===== src/rtl/lfsr_pkg.sv =====
// Shared definitions for the ranged LFSR random number generator:
// maximal-length tap masks, default seed and sampler state encoding.
package lfsr_pkg;

    localparam logic [31:0] DEFAULT_SEED = 32'h0000_ACE1;

    typedef enum logic {
        ST_IDLE,
        ST_SAMPLE
    } rng_state_e;

    // Bit (t-1) set for each tap t of a primitive polynomial of degree w.
    function automatic logic [31:0] tap_mask(input int unsigned w);
        logic [31:0] m;
        m = '0;
        case (w)
            4:  m = 32'h0000_000C;
            5:  m = 32'h0000_0014;
            6:  m = 32'h0000_0030;
            7:  m = 32'h0000_0060;
            8:  m = 32'h0000_00B8;
            9:  m = 32'h0000_0110;
            10: m = 32'h0000_0240;
            11: m = 32'h0000_0500;
            12: m = 32'h0000_0829;
            13: m = 32'h0000_100D;
            14: m = 32'h0000_2015;
            15: m = 32'h0000_6000;
            16: m = 32'h0000_B400;
            17: m = 32'h0001_2000;
            18: m = 32'h0002_0400;
            19: m = 32'h0004_0023;
            20: m = 32'h0009_0000;
            21: m = 32'h0014_0000;
            22: m = 32'h0030_0000;
            23: m = 32'h0042_0000;
            24: m = 32'h00E1_0000;
            25: m = 32'h0120_0000;
            26: m = 32'h0200_0023;
            27: m = 32'h0400_0013;
            28: m = 32'h0900_0000;
            29: m = 32'h1400_0000;
            30: m = 32'h2000_0029;
            31: m = 32'h4800_0000;
            32: m = 32'h8020_0003;
            default: m = '0;
        endcase
        return m;
    endfunction

endpackage


===== src/rtl/lfsr_core.sv =====
// Free-running Fibonacci LFSR (shift-left, feedback into bit 0) with seed load
// and automatic recovery from the all-zero lock-up state.
module lfsr_core
    import lfsr_pkg::*;
#(
    parameter int unsigned      WIDTH = 16,
    parameter logic [WIDTH-1:0] SEED  = DEFAULT_SEED[WIDTH-1:0]
) (
    input  logic             clk,
    input  logic             rst,
    input  logic             load,
    input  logic [WIDTH-1:0] load_val,
    output logic [WIDTH-1:0] state
);

    localparam logic [WIDTH-1:0] TAPS = WIDTH'(tap_mask(WIDTH));

    logic [WIDTH-1:0] r_state;
    logic             w_fb;

    assign w_fb  = ^(r_state & TAPS);
    assign state = r_state;

    always_ff @(posedge clk) begin
        if (rst) begin
            r_state <= SEED;
        end else if (load) begin
            r_state <= (load_val == '0) ? SEED : load_val;
        end else if (r_state == '0) begin
            r_state <= SEED;
        end else begin
            r_state <= {r_state[WIDTH-2:0], w_fb};
        end
    end

endmodule


===== src/rtl/lfsr_range_rng.sv =====
// Ranged random sampler: masks the LFSR down to the smallest power-of-two
// window covering the limit and rejects out-of-range draws, with a fallback.
module lfsr_range_rng
    import lfsr_pkg::*;
#(
    parameter int unsigned      WIDTH     = 16,
    parameter int unsigned      OUT_W     = 10,
    parameter logic [WIDTH-1:0] SEED      = DEFAULT_SEED[WIDTH-1:0],
    parameter int unsigned      MAX_TRIES = 8
) (
    input  logic             clk,
    input  logic             rst,
    input  logic             seed_load,
    input  logic [WIDTH-1:0] seed_in,
    input  logic             req,
    input  logic [OUT_W-1:0] limit,
    output logic             busy,
    output logic             valid,
    output logic [OUT_W-1:0] value,
    output logic [WIDTH-1:0] raw
);

    localparam logic [7:0]       LAST_TRY = 8'(MAX_TRIES - 1);
    localparam logic [OUT_W-1:0] ONE      = OUT_W'(1);

    rng_state_e       r_state, w_state_nxt;
    logic [OUT_W-1:0] r_lim, w_lim_nxt;
    logic [7:0]       r_try, w_try_nxt;
    logic [OUT_W-1:0] r_value, w_value_nxt;
    logic             r_valid, w_valid_nxt;

    logic [WIDTH-1:0] w_raw;
    logic [OUT_W-1:0] w_lim_m1;
    logic [OUT_W-1:0] w_mask;
    logic [OUT_W-1:0] w_cand;

    lfsr_core #(
        .WIDTH (WIDTH),
        .SEED  (SEED)
    ) u_core (
        .clk      (clk),
        .rst      (rst),
        .load     (seed_load),
        .load_val (seed_in),
        .state    (w_raw)
    );

    assign raw   = w_raw;
    assign busy  = (r_state == ST_SAMPLE);
    assign valid = r_valid;
    assign value = r_value;

    // Smear (lim-1) to the right: every bit at or below its MSB becomes 1.
    // lim=1 gives an empty mask so the only draw is 0; lim=0 takes the full range.
    assign w_lim_m1 = r_lim - ONE;
    always_comb begin
        w_mask = '0;
        if (r_lim == '0) begin
            w_mask = '1;
        end else begin
            for (int unsigned i = 0; i < OUT_W; i++) begin
                w_mask[i] = |(w_lim_m1 >> i);
            end
        end
    end

    assign w_cand = w_raw[OUT_W-1:0] & w_mask;

    always_comb begin
        w_state_nxt = r_state;
        w_lim_nxt   = r_lim;
        w_try_nxt   = r_try;
        w_value_nxt = r_value;
        w_valid_nxt = 1'b0;
        case (r_state)
            ST_IDLE: begin
                // Holding off while valid is high makes a req in the result cycle a no-op.
                if (req && !seed_load && !r_valid) begin
                    w_state_nxt = ST_SAMPLE;
                    w_lim_nxt   = limit;
                    w_try_nxt   = '0;
                end
            end
            ST_SAMPLE: begin
                if (seed_load) begin
                    w_state_nxt = ST_IDLE;
                end else if ((r_lim == '0) || (w_cand < r_lim)) begin
                    w_value_nxt = w_cand;
                    w_valid_nxt = 1'b1;
                    w_state_nxt = ST_IDLE;
                end else if (r_try == LAST_TRY) begin
                    w_value_nxt = w_cand - r_lim;
                    w_valid_nxt = 1'b1;
                    w_state_nxt = ST_IDLE;
                end else begin
                    w_try_nxt = r_try + 8'd1;
                end
            end
            default: w_state_nxt = ST_IDLE;
        endcase
    end

    always_ff @(posedge clk) begin
        if (rst) begin
            r_state <= ST_IDLE;
            r_lim   <= '0;
            r_try   <= '0;
            r_value <= '0;
            r_valid <= 1'b0;
        end else begin
            r_state <= w_state_nxt;
            r_lim   <= w_lim_nxt;
            r_try   <= w_try_nxt;
            r_value <= w_value_nxt;
            r_valid <= w_valid_nxt;
        end
    end

endmodule


===== config.mk =====
export PLATFORM = sky130hd
export DESIGN_NAME = lfsr_range_rng
export DESIGN_NICKNAME = d
export VERILOG_FILES = /design/src/rtl/lfsr_pkg.sv /design/src/rtl/lfsr_core.sv /design/src/rtl/lfsr_range_rng.sv
export SDC_FILE = /design/constraint.sdc
export NUM_CORES = 1
export LEC_CHECK = 0
export BUFFER_PORTS_ARGS = -buffer_cell sky130_fd_sc_hd__buf_2
export CAP_MARGIN = 20
export CORE_MARGIN = 4
export CORE_UTILIZATION = 55
export CTS_BUF_LIST = sky130_fd_sc_hd__clkbuf_2 sky130_fd_sc_hd__clkbuf_4 sky130_fd_sc_hd__clkbuf_8
export DETAILED_ROUTE_END_ITERATION = 10
export PLACE_DENSITY = 0.77
export SLEW_MARGIN = 20
export SYNTH_ARGS = -nofsm -noshare
export SYNTH_HDL_FRONTEND = slang
export SYNTH_SLANG_ARGS = --single-unit

===== constraint.sdc =====
create_clock -name clk -period 8.1 [get_ports clk]
set_clock_uncertainty 0.1 [all_clocks]
set_input_delay 1.215 -clock clk [delete_from_list [all_inputs] [get_ports clk]]
set_output_delay 1.215 -clock clk [all_outputs]
set_load 0.005 [all_outputs]

==> metrics.md, run 1 <==
| Metric | Value |
|---|---|
| Routed wire length per instance | 15.2 um |
| Distinct cells, synth | 58 |
| Worst rel slew slack | 0.513 |
| Worst-margin pin slew | 0.731 ns |
| Global-route usage over all layers | 0.230 |
| Design Area, Final | 3290 sq um |
| DRC Markers | 0 |
| Shortest period the worst path allows | 4.83 ns |
| Post-DP Area | 3150 sq um |
| Ant diodes | 0 |
| Crit path kind | reg2reg |
| Top fanout value on the critical path | 14 |
| Worst Path Arrival | 4.94 ns |
| Final-report max-slew violation count | 0 |
| Syn_area_per_cell | 8.09 sq um |
| NetSw | 193 uW |
| Most common cell in the synthesized netlist | dfxtp_1 |
| Clock group share of total power | 0.321 |
| Path type of the worst min-delay path | reg2reg |
| Die Wd | 80.4 um |
| Register area share after synthesis | 0.320 |
| Setup bufs post-CTS | 0 |
| Slowest CP cell | or4b_2 |
| Port Buffers | 57 |
| Starting density of the core | 0.564 |
| Total clock sinks | 46 |
| Crit. End Element | register |
| TNS Setup | 0 ns |
| Die ar. | 6460 sq um |
| Clock-pin slew on the worst setup and hold paths | 0.09 ns |
| # rows | 26 |
| Root Buffer | clkbuf_8 |
| Post-DP HPWL | 5380 um |
| DR pass1 iterations | 5 |
| Initial antenna violation count | 0 |
| Vias/cell | 6.00 |
| CP required | 8.21 ns |
| Area leader, netlist | dfxtp_1 |
| Clock Tree Buf Depth | 2 |
| FMAX | 207 MHz |
| Max_cap viols | 0 |
| RSZ-0062 raised after global routing | false |
| GP Congestion | 0.950 |
| Top FF cell, synth | dfxtp_1 |
| Hold Vio Cnt, Final | 0 |
| Internal | 441 uW |
| Clk_lat worst skew | 0.30 ns |
| Leak Pwr | 0.00136 uW |
| Net Sw Frac | 0.305 |
| Hold Buf Count CTS | 0 |
| Synth warnings | 0 |
| CP startpoint kind | register |
| Synth top area share | 0.320 |
| FFs w/ async S/R, synth | 0 |
| Post-synth EDFFs | 0 |
| Initial drt markers | 186 |
| Top Ports | 58 |
| H-Tree Depth | 2 |
| Largest net degree at the start of global routing | 44 |
| Core footprint | 5110 sq um |
| First-pass GRT wire length | 11800 um |
| Vias in the first global route | 2560 |
| WP buf/inv | 2 |
| Leading post-synthesis cells by cell area | dfxtp_1, ha_1, a21oi_1 |
| Total CTS buffers | 5 |
| VDD IR max | 0.000145 V |
| Overflow after GRT | 0 |
| Gates resized, CTS repair | 0 |
| Syn Inst Count | 356 |
| Seq pwr share | 0.395 |
| Final nets | 444 |
| Die H | 80.4 um |
| Pwr dens | 193 nW/um^2 |
| Final setup violation count | 0 |
| Syn Std Cell Area | 2880 sq um |
| Crit path cell chain | inv_1, ha_1, or4b_2, o2bb2ai_1, a311o_1, nand3_1, o21ai_0, ha_1, inv_1, fa_1, a21o_1, a22o_1, a21oi_1, or2_2, o211ai_1, a311oi_1 |
| Max incr delay on CP | 0.64 ns |
| CTS tree | done |
| Share of layout cells above drive strength 1 | 0.203 |
| Gate power share | 0.284 |
| Fin crit share | 0.596 |
| CP delay by family, top | compound AO/OA/AOI/OAI gates |
| Vias | 2822 |
| Top cells by count, synth | dfxtp_1, nor2_1, a21oi_1, nand2_1, inv_1 |
| WL final | 7140 um |
| Antenna-violating nets left | 0 |
| Post-Syn Nets | 401 |
| Status | completed |
| Synth-to-Final Area Change | 14.3% |
| Synth Register Bits | 46 |
==> power by group through the flow <==
stage	Sequential [uW]	Combinational, uW	Clock, uW
after CTS	250	178	207
after global placement	255	174	0
final	251	180	203
after floorplan	252	139	0
after detailed placement	256	177	0
after global routing	253	199	218
==> kinds of logic after synthesis <==
kind of cell | after synthesis | share of synthesized area
adder cells (fa/ha/maj) | 15 | 0.0678
AO/OA/AOI/OAI | 92 | 0.220
flip-flops | 46 | 0.320
buffers and inverters | 45 | 0.0669
AND/OR/NAND/NOR | 137 | 0.258
XOR/XNOR | 12 | 0.0365
multiplexers | 9 | 0.0313
==> registers in the layout, summed over array words and instances (netlist names) <==
name and flops:
r_lim 10, value 10, valid 1, u_core.state 16
busy 1, r_try 8
==> worst min-delay path: stages, from the launching register on <==
cell	delay [ns]
dfxtp_1	0.33
o31ai_1	0.06
a21oi_1	0.05
==> routing by layer <==
| layer | routed length, um | up-vias | share of wire | GRT usage |
|---|---|---|---|---|
| met4 | 94 | 0 | 0.013 | 0.0676 |
| met2 | 3290 | 116 | 0.46 | 0.363 |
| li1 | - | 1394 | - | - |
| met3 | 529 | 8 | 0.074 | 0.0504 |
| met5 | 0 | - | 0 | 0 |
| met1 | 3230 | 1304 | 0.45 | 0.313 |
==> metrics by stage <==
stage / cells / setup slack [ns] / utilization / hold slack [ns] / power [uW]
after floorplan: 356 / 3.77 / - / 0.346 / 391
after global placement: 462 / 3.56 / 0.618 / 0.359 / 429
after detailed placement: 462 / 3.38 / 0.618 / 0.373 / 433
after CTS: 470 / 3.33 / 0.645 / 0.388 / 636
after global routing: 470 / 2.88 / 0.645 / 0.418 / 669
final: 470 / 3.27 / 0.645 / 0.382 / 634
==> layout by cell type, fill, tap and decap left out, types with 10 or more instances in the layout <==
master	instances
ha_1	14
nand2_1	27
inv_1	23
nor4_1	13
buf_2	57
nand3_1	10
dfxtp_1	46
nand2b_1	14
nor2_1	30
a21oi_1	27
==> final timing paths <==
| check | from | end | slack, ns | cells past startpoint |
|---|---|---|---|---|
| worst max-delay path | r_lim[1]$_SDFFE_PP0P_ | value[0]$_SDFFE_PP0P_ | 3.27 | 16 |
| worst min-delay path | r_try[7]$_SDFFE_PP0P_ | r_try[7]$_SDFFE_PP0P_ | 0.38 | 2 |
| worst max register to register | r_lim[1]$_SDFFE_PP0P_ | value[0]$_SDFFE_PP0P_ | 3.27 | 16 |
| worst min register to register | r_try[7]$_SDFFE_PP0P_ | r_try[7]$_SDFFE_PP0P_ | 0.38 | 2 |
==> layout make-up <==
class / instances / area, sq um
fill: 463 / 1820
multi-input combinational: 265 / 1770
sequential: 46 / 921
timing repair buffer: 58 / 293
tap: 70 / 87.6
inverter: 23 / 86.3
clock buffer: 5 / 68.8
clock inverter: 3 / 68.8
Note: power is estimated with default switching activity, not from simulation.
==> run 2, diff against run 1 <==
Settings changed: CORE_UTILIZATION 55 to 52, PLACE_DENSITY 0.77 to 0.76.
Clock period 8.1 ns to 4.23 ns, I/O delays scaled along.
==> metrics.md, run 2 (synthesis gave the netlist of run 1 again) <==
| Metric | Value |
|---|---|
| Final setup violation count | 0 (unchanged) |
| Shortest period the worst path allows | 4.05 ns (-0.775 ns) |
| Worst rel slew slack | 0.509 (-0.00418) |
| Pwr dens | 344 nW/um^2 (+79%) |
| Total CTS buffers | 5 (unchanged) |
| Initial drt markers | 207 (+11%) |
| Starting density of the core | 0.550 (-0.0140) |
| Met3 Wirelength | 666 um (+26%) |
| Top Ports | 58 (unchanged) |
| WL final | 7800 um (+9.2%) |
| Pre-CTS setup slack | 0.0644 ns (-3.32 ns) |
| Top fanout value on the critical path | 11 (-3) |
| Ant diodes | 0 (unchanged) |
| VDD IR max | 0.000295 V (+100%) |
| Crit. End Element | register |
| Reg2reg end | r_try[5]$_SDFFE_PP0P_ |
| Commonest non-fill, non-tap cells in the layout | buf_2, dfxtp_1, nor2_1 |
| Largest net degree at the start of global routing | 44 (unchanged) |
| Worst-margin pin slew | 0.737 ns (+0.00627 ns) |
| Core footprint | 5240 sq um (+2.5%) |
| Register area | 921 sq um (unchanged) |
| Die ar. | 6790 sq um (+5.2%) |
| Final-report max-slew violation count | 0 (unchanged) |
| Layout Cells excl Fill | 489 (+4.0%) |
| Worst reg-to-reg path cell count | 15 (-1) |
| Worst Path Arrival | 4.19 ns (-0.75 ns) |
| Clk_lat worst skew | 0.30 ns (about the same) |
| DRC Markers | 0 (unchanged) |
| Commonest non-fill, non-tap cell in the layout | buf_2 |
| Overflow after GRT | 0 (unchanged) |
| CTS tree | done |
| Status | completed |
| H-Tree Depth | 2 (unchanged) |
| R2R Path Start | r_lim[0]$_SDFFE_PP0P_ |
| Clock-pin slew on the worst setup and hold paths | 0.09 ns (about the same) |
| Die Wd | 82.4 um (+2.6%) |
| Worst Hold Depth | 2 (unchanged) |
| Share of layout cells above drive strength 1 | 0.258 (+0.0553) |
| Total clock sinks | 46 (unchanged) |
| Vias/cell | 6.08 (+1.3%) |
| Vias in the first global route | 2652 (+3.6%) |
| Leak Pwr | 0.00144 uW (+6.1%) |
| CP required | 4.37 ns (-3.84 ns) |
| Setup WS post-layout | 0.179 ns (-3.10 ns) |
| Global-route usage over all layers | 0.229 (-0.000940) |
| WHS Endpoint | value[2]$_SDFFE_PP0P_ |
| Total power | 1190 uW (+88%) |
| Hold Vio Cnt, Final | 0 (unchanged) |
| Hold Buf Count CTS | 0 (unchanged) |
| Fin crit share | 0.958 (+0.362) |
| CP startpoint kind | register |
| Final nets | 463 (+4.3%) |
| Die H | 82.4 um (+2.6%) |
| Post-DP HPWL | 5510 um (+2.5%) |
| Initial antenna violation count | 0 (unchanged) |
| Port Buffers | 57 (unchanged) |
| # rows | 26 (unchanged) |
| Crit path kind | reg2reg |
| GP Congestion | 0.925 (-2.6%) |
| Worst hold start | value[2]$_SDFFE_PP0P_ |
| Area of the multi-input gates | 1840 sq um (+4.2%) |
| Fill count | 472 (+1.9%) |
| Met2 wire length | 3590 um (+9.3%) |
| Clock Tree Buf Depth | 2 (unchanged) |
| Synth-to-Final Area Change | 20.0% |
| Antenna-violating nets left | 0 (unchanged) |
| Routed wire length per instance | 15.9 um (+5.0%) |
| FMAX | 247 MHz (+19%) |
| Root Buffer | clkbuf_8 |
| Layout Utilization | 0.660 (+0.0153) |
| Met1 WL | 3380 um (+4.7%) |
| DR pass1 iterations | 4 (-1) |
| Vias | 2973 (+5.4%) |
| Max layer used | met4 |
| Reg2reg setup slack | 0.18 ns (-3.10 ns) |
| Path type of the worst min-delay path | reg2reg |
| Inst Count DP | 473 (+2.4%) |
| Max_cap viols | 0 (unchanged) |
| First-pass GRT wire length | 12200 um (+3.4%) |
| Max reg flops | 16 (unchanged) |
-- run 2: changes by cell type in the layout (fill, tap and decap cells not counted), sizes merged --
cell	previous run	this run
clkbuf	5	7
o21ba	2	3
bufinv	2	0
buf	58	75
clkinv	1	0
or2	4	5
inv	23	24
-- run 2: what timing repair did --
| action | 4_1_cts | 5_1_grt |
|---|---|---|
| setup endpoints to repair | 0 | 14 |
| resized for setup | 0 | 12 |
| setup buffers | 0 | 6 |
-- run 2: per-stage QoR --
step                setup TNS [ns]  cell area (sq um)  hold slack, ns
global route               -0.0129               3460           0.412
detailed placement               0               3240           0.381
floorplan                        0               2880           0.346
finish                           0               3460           0.385
global placement                 0               3240           0.369
CTS                              0               3340           0.394
-- run 2: how the worst max path moves through the flow --
stage | startpoint | endpoint | slack [ns] | cells after the start
after CTS | r_lim[0]$_SDFFE_PP0P_ | value[0]$_SDFFE_PP0P_ | 0.04 | 16
after floorplan | r_lim[1]$_SDFFE_PP0P_ | value[0]$_SDFFE_PP0P_ | 0.02 | 19
after global placement | r_lim[0]$_SDFFE_PP0P_ | r_try[7]$_SDFFE_PP0P_ | 0.23 | 15
after detailed placement | r_lim[0]$_SDFFE_PP0P_ | value[0]$_SDFFE_PP0P_ | 0.06 | 16
final | r_lim[0]$_SDFFE_PP0P_ | r_try[5]$_SDFFE_PP0P_ | 0.18 | 15
after global routing | r_lim[0]$_SDFFE_PP0P_ | value[2]$_SDFFE_PP0P_ | -0.007 | 16
-- run 2: critical path, stage by stage, from the launching register on --
cell and delay (ns):
dfxtp_1 0.34, inv_1 0.05, ha_1 0.20, or4b_2 0.61, o2bb2ai_1 0.17, a311o_1 0.21, nand3_1 0.13, buf_4 0.16
and2_1 0.15, ha_2 0.38, a21o_1 0.17, a22o_4 0.17, a21oi_4 0.08, or3_4 0.40, or4_1 0.51, a21oi_1 0.15
-- run 2: final cells by class --
class / instances / share of cell area
multi-input cells: 267 / 0.533
flip-flops and latches: 46 / 0.266
repair buffers: 75 / 0.122
clock buffers: 7 / 0.0261
well taps: 70 / 0.0253
inverters: 23 / 0.0250
clock inverters: 1 / 0.00253
-- run 2: metal layers --
layer | up-vias | track usage
li1 | 1431 | -
met1 | 1374 | 0.321
met2 | 148 | 0.365
met3 | 20 | 0.0390
met4 | 0 | 0.0532
met5 | - | 0
-- run 2: power breakdown --
part	internal, uW	total (uW)	switching [uW]
clock	142	293	152
sequential	454	477	22.6
combinational	191	419	228
==> run 3, diff against run 2 <==
Settings changed: BUFFER_PORTS_ARGS -buffer_cell sky130_fd_sc_hd__buf_2 to -buffer_cell sky130_fd_sc_hd__clkbuf_2.
==> metrics.md, run 3 (synthesis gave the netlist of run 1 again) <==
| Metric | Value |
|---|---|
| Starting density of the core | 0.550 (unchanged) |
| Reg2reg end | value[7]$_SDFFE_PP0P_ |
| Commonest non-fill, non-tap cells in the layout | clkbuf_2, dfxtp_1, nor2_1 |
| Path type of the worst min-delay path | reg2reg |
| Share of layout cells above drive strength 1 | 0.266 (+0.00828) |
| Hold Vio Cnt, Final | 0 (unchanged) |
| FMAX | 248 MHz (+0.37%) |
| Synth-to-Final Area Change | 21.2% |
| Global-route usage over all layers | 0.228 (-0.00137) |
| Top fanout value on the critical path | 7 (-4) |
| CP required | 4.29 ns (-0.08 ns) |
| Vias/cell | 5.92 (-2.6%) |
| Die Wd | 82.4 um (unchanged) |
| Worst Path Arrival | 4.10 ns (-0.09 ns) |
| Final-report max-slew violation count | 0 (unchanged) |
| DR pass1 iterations | 4 (unchanged) |
| Ant diodes | 0 (unchanged) |
| Worst Hold Depth | 2 (unchanged) |
| Vias | 2909 (-2.2%) |
| Die H | 82.4 um (unchanged) |
| Root Buffer | clkbuf_8 |
| Total power | 1230 uW (+3.4%) |
| Clock-pin slew on the worst setup and hold paths | 0.09 ns (about the same) |
| CP startpoint kind | register |
| Clk_lat worst skew | 0.31 ns (about the same) |
| Worst reg-to-reg path cell count | 17 (+2) |
| Fill count | 470 (-0.42%) |
| Final setup violation count | 0 (unchanged) |
| Initial antenna violation count | 0 (unchanged) |
| Total CTS buffers | 5 (unchanged) |
| Initial drt markers | 213 (+2.9%) |
| Antenna-violating nets left | 0 (unchanged) |
| CTS tree | done |
| Met1 usage | 0.323 (+0.00200) |
| Total clock sinks | 46 (unchanged) |
| Largest net degree at the start of global routing | 44 (unchanged) |
| Shortest period the worst path allows | 4.04 ns (-0.0148 ns) |
| R2R Path Start | r_lim[0]$_SDFFE_PP0P_ |
| Crit. End Element | register |
| Post-DP HPWL | 5380 um (-2.5%) |
| Clock Tree Buf Depth | 2 (unchanged) |
| TNS Setup | 0 ns (unchanged) |
| Core footprint | 5240 sq um (unchanged) |
| Die ar. | 6790 sq um (unchanged) |
| Reg2reg setup slack | 0.19 ns (about the same) |
| Worst-margin pin slew | 0.832 ns (+0.0945 ns) |
| Final nets | 465 (+0.43%) |
| DRC Markers | 0 (unchanged) |
| Crit path kind | reg2reg |
| Overflow after GRT | 0 (unchanged) |
| Layout Utilization | 0.667 (+0.00669) |
| Max_cap viols | 0 (unchanged) |
| Commonest non-fill, non-tap cell in the layout | clkbuf_2 |
| # rows | 26 (unchanged) |
| Vias in the first global route | 2533 (-4.5%) |
| First-pass GRT wire length | 12000 um (-1.7%) |
| Pwr dens | 352 nW/um^2 (+2.4%) |
| Port Buffers | 57 (unchanged) |
| GP Congestion | 0.914 (-1.2%) |
| Worst rel slew slack | 0.446 (-0.0630) |
| WHS Endpoint | r_try[7]$_SDFFE_PP0P_ |
| Top Ports | 58 (unchanged) |
| Most Crowded Layer GR | met2 |
| Status | completed |
| M3 GR Usage | 0.0477 (+0.00868) |
| Leak Pwr | 0.00146 uW (+1.3%) |
| Routed wire length per instance | 15.6 um (-2.2%) |
| Worst hold start | r_try[7]$_SDFFE_PP0P_ |
| Met2 GRT Util | 0.356 (-0.00962) |
| WL final | 7660 um (-1.8%) |
| Fin crit share | 0.954 (-0.00350) |
| VDD IR max | 0.000236 V (-20%) |
| Max reg flops | 16 (unchanged) |
| H-Tree Depth | 2 (unchanged) |
-- run 3: where the power goes --
| group | internal, uW | switching (uW) | total, uW | leakage [uW] |
|---|---|---|---|---|
| logic | 191 | 223 | 415 | 0.00102 |
| clock network | 183 | 155 | 337 | 0.0000548 |
| registers | 454 | 23.2 | 477 | 0.000377 |
-- run 3: metal layers --
layer / part of all wire / up-vias
li1: - / 1442
met1: 0.48 / 1351
met2: 0.45 / 107
met3: 0.068 / 9
met4: 0.011 / 0
met5: 0 / -
-- run 3: area by class of cell --
cell class,count,area (sq um),area share
multi-input combinational,267,1850,0.529
sequential,46,922,0.264
timing repair buffer,77,435,0.125
tap,70,87.6,0.0251
inverter,23,86.3,0.0247
clock buffer,6,76.3,0.0219
clock inverter,2,37.5,0.0108
-- run 3: worst max-delay path by stage --
stage	start	to	slack, ns	cells past startpoint
final	r_lim[0]$_SDFFE_PP0P_	value[7]$_SDFFE_PP0P_	0.19	17
after global routing	r_lim[0]$_SDFFE_PP0P_	value[3]$_SDFFE_PP0P_	-0.02	17
after CTS	r_lim[0]$_SDFFE_PP0P_	value[0]$_SDFFE_PP0P_	0.08	16
after detailed placement	r_lim[1]$_SDFFE_PP0P_	value[0]$_SDFFE_PP0P_	0.11	16
after global placement	r_lim[0]$_SDFFE_PP0P_	r_try[7]$_SDFFE_PP0P_	0.21	15
after floorplan	r_lim[1]$_SDFFE_PP0P_	value[0]$_SDFFE_PP0P_	0.02	19
-- run 3: worst max-delay path: stages, from the launching register on --
cell,delay (ns)
dfxtp_1,0.34
inv_1,0.04
ha_1,0.19
or4b_2,0.63
o2bb2ai_2,0.16
a311o_1,0.21
nand3_2,0.12
o21ai_2,0.13
ha_2,0.18
inv_1,0.05
fa_1,0.39
a21o_1,0.21
a22o_4,0.27
a21oi_4,0.24
or2_4,0.23
buf_4,0.13
nor3b_1,0.19
nor4_1,0.07
-- run 3: repair_timing --
item | CTS | global route
setup buffers | 0 | 8
endpoints found under the setup margin | 0 | 14
resized for setup | 0 | 12
hold buffers | 0 | 0
-- run 3: through the flow --
step                      cells  cell area, sq um  setup WS [ns]  hold WS, ns
after floorplan             356              2880         0.0180        0.346
after global placement      473              3240          0.209        0.370
after detailed placement    473              3240          0.111        0.368
after CTS                   481              3350         0.0815        0.385
after global routing        491              3490        -0.0214        0.406
final                       491              3490          0.194        0.384
